==> src/rtl/des_pkg.sv <==
// Shared types and constants for the iterative DES round sequencer:
// key-schedule shift table, controller state encoding and the C/D pair.
package des_pkg;

   localparam int DES_ROUNDS = 16;
   localparam int DES_HALF_W = 28;

   // Left-rotation amount applied to C and D before each round's PC2.
   localparam logic [1:0] SHIFT [DES_ROUNDS] = '{
      2'd1, 2'd1, 2'd2, 2'd2, 2'd2, 2'd2, 2'd2, 2'd2,
      2'd1, 2'd2, 2'd2, 2'd2, 2'd2, 2'd2, 2'd2, 2'd1
   };

   typedef enum logic [1:0] {
      IDLE  = 2'd0,
      LOAD  = 2'd1,
      ROUND = 2'd2,
      DONE  = 2'd3
   } state_t;

   typedef struct packed {
      logic [DES_HALF_W-1:0] c;
      logic [DES_HALF_W-1:0] d;
   } cd_t;

endpackage

==> src/rtl/des_cd_rotate.sv <==
// Combinational key-schedule rotator: C and D halves rotate independently
// by 0, 1 or 2 positions, left for encrypt or right for decrypt.
module des_cd_rotate
   import des_pkg::*;
(
   input  cd_t        cd_in,
   input  logic [1:0] amount,
   input  logic       right,
   output cd_t        cd_out
);

   function automatic logic [DES_HALF_W-1:0] rot28(input logic [DES_HALF_W-1:0] x,
                                                   input logic [1:0] n,
                                                   input logic r);
      logic [DES_HALF_W-1:0] y;
      unique case (n)
         2'd1:    y = r ? {x[0], x[27:1]}   : {x[26:0], x[27]};
         2'd2:    y = r ? {x[1:0], x[27:2]} : {x[25:0], x[27:26]};
         default: y = x;
      endcase
      return y;
   endfunction

   always_comb begin
      cd_out   = cd_in;
      cd_out.c = rot28(cd_in.c, amount, right);
      cd_out.d = rot28(cd_in.d, amount, right);
   end

endmodule

==> src/rtl/des_round_ctrl.sv <==
// Iterative DES round sequencer: accepts one block request, paces the 16
// Feistel rounds of the shared datapath and steps the C/D key schedule.
//
// Handshake: start is accepted on any clock where ready=1 (state IDLE);
// start while ready=0 is ignored. load_data, round_en and done are
// single-cycle pulses; abort returns to IDLE and suppresses them.
module des_round_ctrl
   import des_pkg::*;
#(
   parameter int ROUND_CYCLES = 2
) (
   input  logic        clk,
   input  logic        reset,
   input  logic        start,
   input  logic        decrypt,
   input  logic [55:0] key_cd,
   input  logic        abort,
   output logic        ready,
   output logic        busy,
   output logic        load_data,
   output logic        round_en,
   output logic [3:0]  round_idx,
   output logic        last_round,
   output logic [55:0] subkey_cd,
   output logic        done,
   output state_t      dbg_state
);

   state_t     state, state_nxt;
   logic [2:0] cnt;
   logic [3:0] idx;
   logic       mode_dec;
   cd_t        cd_reg, rot_in, rot_out;
   logic [1:0] rot_amt;
   logic       rot_right;
   logic       accept;
   logic       round_end;

   assign accept    = (state == IDLE) && start;
   assign round_end = (state == ROUND) && (cnt == 3'(ROUND_CYCLES - 1));

   // One rotator serves both the accept-time pre-rotation and per-round steps.
   always_comb begin
      if (state == IDLE) begin
         rot_in    = key_cd;
         rot_amt   = decrypt ? 2'd0 : 2'd1;
         rot_right = 1'b0;
      end else begin
         rot_in    = cd_reg;
         rot_amt   = mode_dec ? SHIFT[4'd15 - idx] : SHIFT[idx + 4'd1];
         rot_right = mode_dec;
      end
   end

   des_cd_rotate u_rotate (
      .cd_in  (rot_in),
      .amount (rot_amt),
      .right  (rot_right),
      .cd_out (rot_out)
   );

   always_ff @(posedge clk) begin
      if (reset) state <= IDLE;
      else       state <= state_nxt;
   end

   always_comb begin
      state_nxt = state;
      unique case (state)
         IDLE:  if (start) state_nxt = LOAD;
         LOAD:  state_nxt = ROUND;
         ROUND: if (round_end && idx == 4'd15) state_nxt = DONE;
         DONE:  state_nxt = IDLE;
         default: state_nxt = IDLE;
      endcase
      if (abort && state != IDLE) state_nxt = IDLE;
   end

   always_comb begin
      ready      = (state == IDLE);
      busy       = ~ready;
      load_data  = (state == LOAD) && !abort;
      round_en   = round_end && !abort;
      done       = (state == DONE) && !abort;
      last_round = (state == ROUND) && (idx == 4'd15);
      round_idx  = idx;
      subkey_cd  = cd_reg;
      dbg_state  = state;
   end

   // Round counters and key schedule; cd_reg only moves at accept or round commit.
   always_ff @(posedge clk) begin
      if (reset) begin
         cnt      <= '0;
         idx      <= '0;
         mode_dec <= 1'b0;
         cd_reg   <= '0;
      end else begin
         unique case (state)
            IDLE: begin
               if (start) begin
                  mode_dec <= decrypt;
                  cd_reg   <= rot_out;
                  cnt      <= '0;
               end
            end
            LOAD: begin
               idx <= '0;
               cnt <= '0;
            end
            ROUND: begin
               if (round_end) begin
                  cnt <= '0;
                  if (idx != 4'd15 && !abort) begin
                     idx    <= idx + 4'd1;
                     cd_reg <= rot_out;
                  end
               end else begin
                  cnt <= cnt + 3'd1;
               end
            end
            default: ;
         endcase
      end
   end

endmodule

==> config.mk <==
export PLATFORM = sky130hd
export DESIGN_NAME = des_round_ctrl
export DESIGN_NICKNAME = d
export VERILOG_FILES = /design/src/rtl/des_pkg.sv /design/src/rtl/des_cd_rotate.sv /design/src/rtl/des_round_ctrl.sv
export SDC_FILE = /design/constraint.sdc
export NUM_CORES = 1
export LEC_CHECK = 0
export BUFFER_PORTS_ARGS = -buffer_cell sky130_fd_sc_hd__clkbuf_2
export CAP_MARGIN = 10
export CORE_MARGIN = 8
export CORE_UTILIZATION = 30
export CTS_BUF_LIST = sky130_fd_sc_hd__clkbuf_2 sky130_fd_sc_hd__clkbuf_4 sky130_fd_sc_hd__clkbuf_8
export DETAILED_ROUTE_END_ITERATION = 10
export PLACE_DENSITY = 0.52
export SLEW_MARGIN = 20
export SYNTH_ARGS = -nofsm -noshare
export SYNTH_HDL_FRONTEND = slang
export SYNTH_SLANG_ARGS = --single-unit
==> constraint.sdc <==
create_clock -name clk -period 3.07 [get_ports clk]
set_clock_uncertainty 0.2 [all_clocks]
set_input_delay 0.921 -clock clk [delete_from_list [all_inputs] [get_ports clk]]
set_output_delay 0.921 -clock clk [all_outputs]
set_load 0.005 [all_outputs]
# Yosys cells after proc, flatten, opt, wreduce, memory -nomap -nowiden
# Memory sizes are Yosys's and may differ from the RTL's.
# Index checks and enable logic that the tools add are counted.
dict set report word_totals {
  inputBits 61
  ramBits 0
  n_memories 2
  rom_bits 64
  output_inout_bits 68
  latch_bits 0
  regBits 66
}
dict set report classes {
  mul 0
  eq_ne 12
  magnitude_cmp 2
  n_addsub 3
  div_mod_pow 0
  shift 0
  bitwise_logic 3
  muxes 28
  n_reduce_logical 20
}
# memory words width rd rd_ports_with_merged_regs wr line
set mem_list {}
lappend mem_list {{(name not given)} 16 2 1 0 0 des_round_ctrl.sv:50} ;# rot_amt = mode_dec ? SHIFT[4'd15 - idx] : SHIFT[idx + 4'd1];
lappend mem_list {{(name not given)} 16 2 1 0 0 des_round_ctrl.sv:50}
# op count
set ops {}
lappend ops {{56-bit 2-to-1 mux} 4}
lappend ops {{28-bit 2-to-1 mux} 4}
lappend ops {{28-bit case mux with 2 select lines} 2}
lappend ops {{56-bit case mux with 2 select lines} 1}
lappend ops {{2-bit 2-to-1 mux} 8}
lappend ops {{5-bit greater-or-equal comparator (second input constant)} 2}
lappend ops {{4-bit NOT with 5-bit output} 2}
lappend ops {{3-bit case mux with 3 select lines} 1}
lappend ops {{1-bit logical AND} 8}
lappend ops {{4-bit 2-to-1 mux} 2}
lappend ops {{2-bit case mux with 4 select lines} 1}
lappend ops {{4-bit case mux with 2 select lines} 1}
lappend ops {{2-bit equality test (second input constant)} 3}
lappend ops {{3-bit 2-to-1 mux} 2}
lappend ops {{2-bit AND reduction} 3}
lappend ops {{2-bit nonzero test} 3}
lappend ops {{4-bit by 1-bit adder with 4-bit output (second input constant)} 1}
lappend ops {{2-bit by 1-bit equality test with 1-bit output (second input constant)} 2}
lappend ops {{4-bit equality test (second input constant)} 1}
lappend ops {{2-bit by 1-bit != test with 1-bit output (second input constant)} 2}
lappend ops {{2-bit != test (second input constant)} 2}
lappend ops {{4-bit != test (second input constant)} 1}
lappend ops {{4-bit AND reduction} 1}
lappend ops {{4-bit subtractor (first input constant)} 1}
lappend ops {{other kinds (9)} 10}

# Longest topological paths before layout
# Gate-level depths: netlist of the first run.
dict set report logic_depth {
  depth_word 12
  depth_mapped 16
}

# Cells and area by module
# A second synthesis of the first run with hierarchy kept.
dict set report unflattened {
  hier_cells 723
  area_unflattened_um2 6392.4
}
# module cells_each seq_area_each_um2 area_per_inst_um2 instances
set by_module_without_submodules {}
lappend by_module_without_submodules {des_round_ctrl 407 1321.3 3981.3 1}
lappend by_module_without_submodules {des_cd_rotate 316 0.0 2411.1 1}

# Worst setup path after synthesis of the first run
# Ideal clock, no wire load.
dict set report synth_timing {
  kind {reg-to-reg}
  from {register state[0] (netlist: dbg_state[0])}
  to {register cd_reg (netlist bit subkey_cd[11])}
  setup_ps 117
  arrival_time_ps 2928
  synth_period_minus_slack_ps 3246
  stages_incl_launch_ff 15
  n_path_buf 5
  setup_slack_ps -176
  path_cell_list {dfxtp_1 inv_1 ha_1 buf_6 buf_6 buf_6 or3_1 a32o_1 ha_1 clkbuf_1 clkbuf_1 nand2_1 a21oi_1 a311o_1 a32o_1}
}
dict set report synth_via {
  elab_chain_len 7
  elab_cells_between_ends 20
}
# element line
set synth_lines {}
lappend synth_lines {{start: declaration} des_round_ctrl.sv:29} ;# state_t state, state_nxt;
lappend synth_lines {{start signal: assignment} des_round_ctrl.sv:64} ;# else state <= state_nxt;
lappend synth_lines {{2-bit logical NOT (*)} -}
lappend synth_lines {{via ready} des_round_ctrl.sv:18} ;# output logic ready,
lappend synth_lines {{2-bit 2-to-1 mux (tied with other cells)} des_round_ctrl.sv:44} ;# if (state == IDLE) begin
lappend synth_lines {{2-bit equality test (tied with other cells)} des_cd_rotate.sv:16} ;# unique case (n)
lappend synth_lines {{28-bit case mux with 2 select lines} des_cd_rotate.sv:16}
lappend synth_lines {{56-bit 2-to-1 mux} des_round_ctrl.sv:114} ;# if (idx != 4'd15 && !abort) begin
lappend synth_lines {{56-bit 2-to-1 mux} des_round_ctrl.sv:112} ;# if (round_end) begin
lappend synth_lines {{56-bit case mux with 2 select lines} des_round_ctrl.sv:99} ;# unique case (state)
lappend synth_lines {{end signal: assignment} des_round_ctrl.sv:103} ;# cd_reg <= rot_out;
lappend synth_lines {{end signal: assignment} des_round_ctrl.sv:116} ;# cd_reg <= rot_out;
lappend synth_lines {{end: declaration} des_round_ctrl.sv:33} ;# cd_t cd_reg, rot_in, rot_out;
# Mark *: on every way through the listed nets, which the timed path passes. The rest lies on a longest branch. The select of a mux whose other input is x is not followed.
# A chain may end at the register's enable or synchronous reset.

# Worst setup path after layout of the first run
dict set report layout_timing {
  from {register idx[0] (netlist: round_idx[0])}
  to {register cd_reg (netlist bit subkey_cd[51])}
}
dict set report layout_via {
  elab_chain_len 12
  elab_cells_between_ends 23
}
# element line
set layout_lines {}
lappend layout_lines {{start: declaration} des_round_ctrl.sv:31} ;# logic [3:0] idx;
lappend layout_lines {{start signal: assignment} des_round_ctrl.sv:115} ;# idx <= idx + 4'd1;
lappend layout_lines {{4-bit by 1-bit adder with 4-bit output or 4-bit subtractor (tied branches)} des_round_ctrl.sv:50}
lappend layout_lines {{4-bit NOT with 5-bit output (not written as such)} des_round_ctrl.sv:50}
lappend layout_lines {{memory read 16 x 2 bit} -}
lappend layout_lines {{2-bit 2-to-1 mux (not written as such) (2 in a row)} des_round_ctrl.sv:50}
lappend layout_lines {{2-bit 2-to-1 mux} des_round_ctrl.sv:50}
lappend layout_lines {{2-bit 2-to-1 mux} des_round_ctrl.sv:44}
lappend layout_lines {{2-bit equality test or 2-bit by 1-bit equality test with 1-bit output (tied branches)} des_cd_rotate.sv:16}
lappend layout_lines {{28-bit case mux with 2 select lines} des_cd_rotate.sv:16}
lappend layout_lines {{56-bit 2-to-1 mux} des_round_ctrl.sv:114}
lappend layout_lines {{56-bit 2-to-1 mux} des_round_ctrl.sv:112}
lappend layout_lines {{56-bit case mux with 2 select lines} des_round_ctrl.sv:99}
# Several ways; a longest one is shown, not always the timed one. The select of a mux whose other input is x is not followed.

==> impl_metrics.py, run 1 <==
metrics = {
    "run_status": {
        "status": "finished clean",
    },
    "sta": {
        "min_period_ns": 2.95,
        "whs_ns": 0.304,
        "setup_ws_ns": 0.120,
        "final.setup.tns_ns": 0,
        "hold_viol_final": 0,
        "tightest_slew_ns": 0.450,
        "finalCritPeriodShare_pct": 96.1,
        "setup_viol": 0,
        "grt_setup_unrepaired": "yes",
        "slew_viol_final": 0,
        "fmax_ghz": 0.339,
        "relSlewSlack_pct": 70.0,
    },
    "finish": {
        "nFillCells": 1994,
        "layout.cells.most_common": "nand2_1",
        "final_cell_mix": "nand2_1 (232), clkbuf_2 (128), a21oi_1 (80)",
        "antenna_cells": 0,
        "nNetsFinal": 982,
        "drive_above_1_share_pct": 26.0,
        "fin_util_pct": 36.8,
        "area_delta_synth_final_pct": 20.2,
    },
    "synthesis": {
        "synthesis.nets": 882,
        "synth_area_leaders": "dfxtp_1 (23%), nand2_1 (15%), a32o_1 (10%), a311o_1 (9.8%), a21oi_1 (7.1%)",
        "post_synth.cell_area_avg_um2": 7.10,
        "synth.yosys.seq_area_share_pct": 23.1,
        "synth_area_mm2": 0.00572,
        "synth_top_cell_by_area": "dfxtp_1",
        "synth-seq-cells": 66,
        "yosysTopAreaCellShare_pct": 23.1,
        "synth_ff_type": "dfxtp_1",
        "synth-edff-count": 0,
        "yosys_warnings": 0,
        "ys_types": 41,
        "synth_async_sr_flop_share_pct": 0,
        "netlist_instances": 806,
    },
    "detailed_routing": {
        "wirelength_um": 19800,
        "drt_iter0_markers": 485,
        "firstDrtPassIters": 5,
        "routedWlPerCell_um": 17.3,
        "avgViaCountPerCell": 5.58,
        "drc_errors": 0,
        "vias": 6384,
        "postRouteAntennaNets": 0,
    },
    "clock_tree": {
        "tritoncts": "done",
        "path_clk_slew_ns": 0.08,
        "clkLatencyLatePin_ns": 0.37,
        "clk_path_buf_depth": 2,
        "cts_root_buffer": "clkbuf_8",
        "cts.sinks": 66,
        "numCtsBuffers": 9,
        "cts.htree.levels": 3,
        "cts_hold_buf": 0,
    },
    "global_route": {
        "antenna_found_initial": 2,
        "grt_overflow": 0,
        "grt_pass1_wl_um": 31800,
        "grt_pass1_vias": 6055,
        "grt_util_all_layers_pct": 16.0,
        "grt_max_degree": 91,
    },
    "setup_path": {
        "path_cells": "inv_1, ha_1, nor2b_1, o21ai_1, a21oi_1, or3_1, a32o_2, ha_4, buf_4, buf_4, a311o_1, a32o_1",
        "critPathBufInv": 3,
        "critical_path_class": "reg -> reg",
        "critPathMaxFanout": 11,
        "cp-end-kind": "flop",
        "cpMostUsedCell": "buf_4",
        "critPathLaunchType": "flop",
        "cpPeakStageDelay_ns": 0.37,
        "r2r_slack_ns": 0.12,
        "path_delay_family": "compound AO/OA/AOI/OAI gates",
        "arrival_ns": 3.02,
        "cp_data_required_time_ns": 3.14,
        "cp_slowest_cell": "dfxtp_4",
    },
    "power": {
        "combinationalPowerShare_pct": 71.8,
        "p_int_mw": 4.39,
        "report.power.total_mw": 9.11,
        "p_leak_nw": 2.75,
        "peakVddDrop_mv": 0.597,
        "powerDensity_mw_per_mm2": 1320,
        "power_switching_mw": 4.72,
        "clkPwrFrac_pct": 7.8,
        "seqPwrFrac_pct": 20.4,
        "swShare_pct": 51.8,
    },
    "placed_design": {
        "dp_hpwl_um": 13000,
        "portBuffers": 128,
        "dp_slack_ns": 0.0645,
        "finalWeightedCongestion": 0.800,
    },
    "die": {
        "io_pins": 129,
        "dieHeight_um": 154,
        "dieArea_mm2": 0.0238,
        "die_w_um": 154,
        "core.rowCount": 50,
        "start_util_pct": 30.6,
        "core-area_mm2": 0.0187,
    },
    "run": {
        "maxCapViolCount": 0,
    },
    "min_path": {
        "hp-class": "reg -> reg",
    },
}
==> kinds of logic (layout without fill, tap and decap cells) <==
family / after synthesis / after routing / synth area share (%)
simple gates: 332 / 332 / 25.4
compound gates: 303 / 303 / 39.5
buf+inv: 84 / 188 / 7.74
flops: 66 / 66 / 23.1
fa+ha+maj: 15 / 15 / 3.28
mux: 4 / 4 / 0.721
xor+xnor: 2 / 2 / 0.306
==> layout make-up <==
class                      count  area [um^2]  share of cell area [%]
sequential                    66         1330                    19.3
multi-input combinational    656         4020                    58.5
timing repair buffer         162         1020                    14.8
clock inverter                 3         15.0                   0.218
inverter                      11         41.3                   0.600
tap                          234          293                    4.26
clock buffer                  12          159                    2.31
==> synthesized netlist by cell type, drive strengths merged (2+ instances only) <==
cell,instances
a21oi,122
a311o,56
a32o,57
buf,36
clkbuf,37
dfxtp,66
ha,15
inv,10
mux2i,3
nand2,232
nand2b,58
nand3,6
nor2,16
nor2b,6
nor3,5
o21ai,60
or3,2
==> flip-flops by register name, indices dropped and copies added (netlist names) <==
name and flops:
subkey_cd 56, mode_dec 1, cnt 3, dbg_state 2, round_idx 4
==> routing by layer <==
metal / routed length, um / GRT usage (%) / up-vias
met5: 17 / 0 / -
met4: 177 / 3.92 / 4
met3: 1590 / 5.10 / 17
met2: 8830 / 24.2 / 221
met1: 9230 / 21.6 / 3010
li1: - / - / 3132
==> repair_timing <==
item,CTS,global route
setup endpoints to repair,0,56
hold endpoints to repair,0,0
gates resized for setup,0,12
setup buffers,0,5
==> final timing paths <==
kind / endpoint / cells after the start / from
max: subkey_cd[51] / 12 / round_idx[0]
min: cnt[2] / 2 / cnt[2]
max reg2reg: subkey_cd[51] / 12 / round_idx[0]
min reg2reg: cnt[2] / 2 / cnt[2]
==> power groups by stage <==
stage | logic, mW | registers [mW] | clock network [mW]
floorplan | 4.70 | 1.75 | 0
global placement | 6.35 | 1.88 | 0
detailed placement | 6.34 | 1.88 | 0
CTS | 6.36 | 1.86 | 0.746
global route | 7.31 | 1.94 | 0.776
finish | 6.54 | 1.86 | 0.712
==> worst reg2reg max path, stage by stage, from the launching register on <==
cell     delay (ns)
dfxtp_4        0.37
inv_1          0.05
ha_1           0.18
nor2b_1        0.12
o21ai_1        0.14
a21oi_1        0.05
or3_1          0.37
a32o_2         0.25
ha_4           0.25
buf_4          0.17
buf_4          0.18
a311o_1        0.28
a32o_1         0.25
==> metrics by stage <==
stage	instances	instance area, um^2
6_report	1144	6880
3_5_place_dp	1124	6620
5_1_grt	1144	6880
3_3_place_gp	1124	6620
2_1_floorplan	806	5740
4_1_cts	1139	6790
No activity file was read; power rests on OpenSTA's default activity.
==> run 2: changes to the inputs <==
- ABC_AREA: unset -> 1
==> impl_metrics.py, run 2 <==
metrics = {
    "die": {
        "dieHeight_um": 158,
        "dieArea_mm2": 0.0251,
        "io_pins": 129,
        "die_w_um": 158,
        "core-area_mm2": 0.0200,
        "start_util_pct": 30.4,
        "core.rowCount": 52,
    },
    "synthesis": {
        "netlist_instances": 1146,
        "synth_async_sr_flop_share_pct": 0,
        "yosys_warnings": 0,
        "yosysTopAreaCellShare_pct": 26.2,
        "synth_area_mm2": 0.00608,
        "ys_types": 25,
        "post_synth.cell_area_avg_um2": 5.31,
        "synth_top_family_by_area": "simple AND/OR/NAND/NOR gates",
        "synthesis.nets": 1222,
        "synth_compound_area_share_pct": 6.31,
        "synth_mux_area_share_pct": 0,
        "synthSimpleGateAreaFrac_pct": 54.6,
        "synth.most_common_cell": "nand2_1",
        "synthTopCellsByCount": "nand2_1 (424), nand3_1 (215), nor2_1 (125)",
        "synth_ff_type": "dfxtp_1",
        "synth-seq-cells": 66,
        "synth.yosys.seq_area_share_pct": 21.7,
        "synth_area_leaders": "nand2_1 (26%), dfxtp_1 (22%), nand3_1 (18%), nor2_1 (7.7%), inv_1 (7.4%)",
        "synth-adder-area-share_pct": 3.09,
        "synth_top_cell_by_area": "nand2_1",
        "synth-edff-count": 0,
        "synthXorXnorAreaFrac_pct": 0,
    },
    "finish": {
        "final_cell_mix": "nand2_1 (423), nand3_1 (215), clkbuf_2 (128)",
        "fin_util_pct": 35.2,
        "drive_above_1_share_pct": 14.3,
        "nNetsFinal": 1299,
        "nFillCells": 2386,
        "seq_area_mm2": 0.00132,
        "multi_input_area_mm2": 0.00391,
        "area_delta_synth_final_pct": 16.0,
        "largest_reg_flops": 56,
        "layout.cells.most_common": "nand2_1",
        "antenna_cells": 0,
    },
    "clock_tree": {
        "clkLatencyLatePin_ns": 0.36,
        "cts_hold_buf": 0,
        "tritoncts": "done",
        "cts.htree.levels": 3,
        "clk_path_buf_depth": 2,
        "cts_setup_buffers": 0,
        "numCtsBuffers": 9,
        "cts.sinks": 66,
        "path_clk_slew_ns": 0.07,
        "cts_root_buffer": "clkbuf_8",
    },
    "detailed_routing": {
        "firstDrtPassIters": 4,
        "wl_met3_um": 1090,
        "wirelength_met1_um": 9080,
        "postRouteAntennaNets": 0,
        "wirelength_um": 20000,
        "dr_wl_met2_um": 9300,
        "avgViaCountPerCell": 4.76,
        "drc_errors": 0,
        "top_layer": "met4",
        "vias": 7135,
        "drt_iter0_markers": 354,
        "routedWlPerCell_um": 13.4,
    },
    "power": {
        "peakVddDrop_mv": 0.450,
        "report.power.total_mw": 7.67,
        "p_leak_nw": 3.74,
        "powerDensity_mw_per_mm2": 1090,
    },
    "placed_design": {
        "portBuffers": 128,
        "dp_hpwl_um": 13700,
        "finalWeightedCongestion": 0.826,
    },
    "setup_path": {
        "cp_data_required_time_ns": 1.95,
        "critPathLaunchType": "flop",
        "critical_path_class": "reg -> out",
        "timing.rr.end": "subkey_cd[16]",
        "reg2regPathDepth": 16,
        "arrival_ns": 1.63,
        "regToRegStartpoint": "round_idx[1]",
        "r2r_slack_ns": 0.37,
        "critPathMaxFanout": 5,
        "cp-end-kind": "output pin",
    },
    "global_route": {
        "grt_max_degree": 84,
        "grt_pass1_vias": 6686,
        "antenna_found_initial": 0,
        "grt_pass1_wl_um": 33000,
        "grt_util_all_layers_pct": 16.1,
        "grt_overflow": 0,
    },
    "sta": {
        "finalCritPeriodShare_pct": 89.5,
        "setup_viol": 0,
        "min_period_ns": 2.75,
        "hold_viol_final": 0,
        "final.setup.tns_ns": 0,
        "tightest_slew_ns": 0.714,
        "grt_setup_unrepaired": "no",
        "slew_viol_final": 0,
        "fmax_ghz": 0.364,
        "relSlewSlack_pct": 52.4,
    },
    "run_status": {
        "status": "finished clean",
    },
    "min_path": {
        "hp-class": "reg -> reg",
        "min-delay-start": "subkey_cd[6]",
        "holdPathEnd": "subkey_cd[6]",
        "min_path_cells": 2,
    },
    "run": {
        "maxCapViolCount": 0,
    },
}
==> run 2: cell count changes after synthesis, moves of 52 or more <==
cell / delta
nand3_1: +209
nand2_1: +192
inv_1: +113
nor2_1: +109
nand2b_1: -58
a32o_1: -57
a311o_1: -56
o21ai_0: -52
==> run 2: critical path, stage by stage (launching register included) <==
cell	delay, ns
dfxtp_1	0.36
inv_1	0.12
ha_1	0.23
inv_2	0.08
nor3_1	0.31
clkbuf_2	0.18
==> run 2: power breakdown <==
group,switching (mW),internal [mW],leakage [nW]
Combinational,3.51,1.91,3.10
Clock,0.376,0.376,0.103
Sequential,0.329,1.17,0.541
==> run 2: stage by stage <==
stage                     hold slack (ns)  std cells  cell area [um^2]  setup slack [ns]
after global routing                0.317       1498              7060            0.0772
after global placement              0.289       1482              6860             0.306
final                               0.298       1498              7060             0.322
after CTS                           0.302       1498              7050             0.254
after floorplan                     0.275       1146              6080             0.210
after detailed placement            0.290       1482              6860             0.280
==> run 2: what timing repair did <==
item	in CTS	in global routing
endpoints found under the hold margin	0	0
endpoints found under the setup margin	0	25
gates resized for setup	0	2
==> run 2: final cells by class <==
class / instances / area share, %
Multi-Input combinational cell: 880 / 55.4
Sequential cell: 66 / 18.8
Timing Repair Buffer: 144 / 11.8
Inverter: 122 / 6.54
Tap cell: 270 / 4.79
Clock buffer: 14 / 2.55
Clock inverter: 2 / 0.142
==> run 2: routing by layer <==
layer	up-vias	GRT usage, %
met2	167	27.1
met3	28	2.33
met1	3194	20.0
met4	0	7.05
li1	3746	-
met5	-	0
==> run 2: logic make-up (layout without fill, tap and decap cells) <==
logic type	count (synthesis)	after routing
AOI/OAI and AO/OA	76	76
DFF	66	66
and+or+nand+nor	789	789
adders and majority gates	15	15
buffers and inverters	200	282
==> run 2: how the worst max path moves through the flow <==
| stage | to | slack [ns] | from | cells past startpoint |
|---|---|---|---|---|
| after floorplan | subkey_cd[17] | 0.21 | dbg_state[0] | 18 |
| after global placement | subkey_cd[2] | 0.31 | round_idx[1] | 16 |
| after detailed placement | subkey_cd[53] | 0.28 | round_idx[1] | 16 |
| after CTS | subkey_cd[53] | 0.25 | round_idx[1] | 16 |
| after global routing | subkey_cd[26] | 0.08 | round_idx[1] | 16 |
| final | round_en | 0.32 | dbg_state[0] | 5 |
==> run 3: changes to the inputs <==
- CORE_UTILIZATION: 30 -> 35
- PLACE_DENSITY: 0.52 -> 0.58
==> impl_metrics.py, run 3 (synthesized netlist as in run 2, its figures left out) <==
metrics = {
    "finish": {
        "layout.cells.most_common": "nand2_1",
        "area_delta_synth_final_pct": 15.4,
        "stdcell_area_mm2": 0.00702,
        "largest_reg_flops": 56,
        "fin_util_pct": 41.0,
        "final_cell_count_no_fill": 1454,
        "drive_above_1_share_pct": 14.2,
        "final_cell_mix": "nand2_1 (423), nand3_1 (215), clkbuf_2 (128)",
        "antenna_cells": 0,
        "nNetsFinal": 1301,
    },
    "die": {
        "die_w_um": 148,
        "core-area_mm2": 0.0171,
        "dieHeight_um": 148,
        "core.rowCount": 48,
        "start_util_pct": 35.5,
        "io_pins": 129,
        "dieArea_mm2": 0.0219,
    },
    "clock_tree": {
        "cts_setup_buffers": 0,
        "clk_path_buf_depth": 2,
        "clkLatencyLatePin_ns": 0.37,
        "cts_resized": 0,
        "cts_root_buffer": "clkbuf_8",
        "cts.sinks": 66,
        "numCtsBuffers": 9,
        "tritoncts": "done",
        "cts.htree.levels": 3,
        "path_clk_slew_ns": 0.08,
        "cts_hold_buf": 0,
    },
    "placed_design": {
        "portBuffers": 128,
        "dp_slack_ns": 0.345,
        "finalWeightedCongestion": 0.825,
        "dp_hpwl_um": 12800,
        "place_area_mm2": 0.00679,
        "dp.cells": 1439,
    },
    "sta": {
        "hold_viol_final": 0,
        "grt_setup_unrepaired": "no",
        "fmax_ghz": 0.359,
        "min_period_ns": 2.78,
        "relSlewSlack_pct": 51.9,
        "tightest_slew_ns": 0.722,
        "setup_viol": 0,
        "finalCritPeriodShare_pct": 90.7,
        "setup_ws_ns": 0.285,
        "whs_ns": 0.298,
        "slew_viol_final": 0,
        "final.setup.tns_ns": 0,
    },
    "detailed_routing": {
        "drt_iter0_markers": 617,
        "avgViaCountPerCell": 4.87,
        "firstDrtPassIters": 6,
        "wirelength_um": 19400,
        "postRouteAntennaNets": 0,
        "routedWlPerCell_um": 13.3,
        "vias": 7079,
        "drc_errors": 0,
    },
    "setup_path": {
        "critPathMaxFanout": 33,
        "cp_slowest_cell": "dfxtp_1",
        "cp_data_required_time_ns": 3.17,
        "critPathBufInv": 3,
        "critPathLaunchType": "flop",
        "path_cells": "ha_1, inv_1, nand2_1, nand2_1, nand2_1, nand2_1, nand2_1, nand3_1, a21oi_1, ha_2, buf_4, nand2_1, inv_1, nand2_1, nand3_1, nand2_1, a21oi_1",
        "cpMostUsedCell": "nand2_1",
        "cp-end-kind": "flop",
        "cpPeakStageDelay_ns": 0.49,
        "arrival_ns": 2.89,
        "critical_path_class": "reg -> reg",
        "path_delay_family": "simple AND/OR/NAND/NOR gates",
    },
    "global_route": {
        "grt_pass1_vias": 6691,
        "antenna_found_initial": 0,
        "grt_util_all_layers_pct": 17.7,
        "grt_pass1_wl_um": 32700,
        "grt_max_degree": 63,
        "grt_overflow": 0,
    },
    "power": {
        "report.power.total_mw": 7.76,
        "peakVddDrop_mv": 0.872,
        "p_leak_nw": 3.75,
        "powerDensity_mw_per_mm2": 1110,
    },
    "run": {
        "maxCapViolCount": 0,
    },
    "run_status": {
        "status": "finished clean",
    },
    "min_path": {
        "hp-class": "reg -> reg",
    },
}
-- run 3: changes by cell type in the layout (fill, tap and decap cells not counted), sizes merged --
cell / previous run / this run
bufinv: 0 / 2
clkinv: 3 / 1
clkbuf: 142 / 141
buf: 16 / 18
-- run 3: worst paths after layout --
path / from / to / slack (ns) / depth (start not counted)
setup / recovery: round_idx[1] / subkey_cd[41] / 0.29 / 17
hold / removal: subkey_cd[6] / subkey_cd[6] / 0.30 / 2
setup reg to reg: round_idx[1] / subkey_cd[41] / 0.29 / 17
hold reg to reg: subkey_cd[6] / subkey_cd[6] / 0.30 / 2
-- run 3: cell type report --
class                      instances  area (um^2)
inverter                         122          462
clock inverter                     2         60.1
clock buffer                      13          166
timing repair buffer             146          813
sequential                        66         1320
fill                            1985        10100
multi-input combinational        880         3910
tap                              225          282
-- run 3: power breakdown --
part	internal [mW]	switching, mW	total (mW)	leakage [nW]
sequential	1.17	0.331	1.50	0.540
clock	0.517	0.374	0.891	0.117
combinational	1.89	3.48	5.37	3.09
total	3.58	4.18	7.76	3.75
-- run 3: worst reg2reg max path, delay by kind of cell (launching register included) --
family          cells  cell delay, ns
compound gates      2            0.26
buf+inv             3            0.48
fa+ha+maj           2            0.51
flops               1            0.49
simple gates       10            0.78
-- run 3: metal layers --
layer / part of all wire [%] / GRT usage (%) / vias up
met5: 0 / 0 / -
met4: 1.7 / 6.27 / 0
met3: 5.6 / 3.52 / 18
met2: 46 / 28.8 / 176
met1: 47 / 22.8 / 3147
li1: - / - / 3738
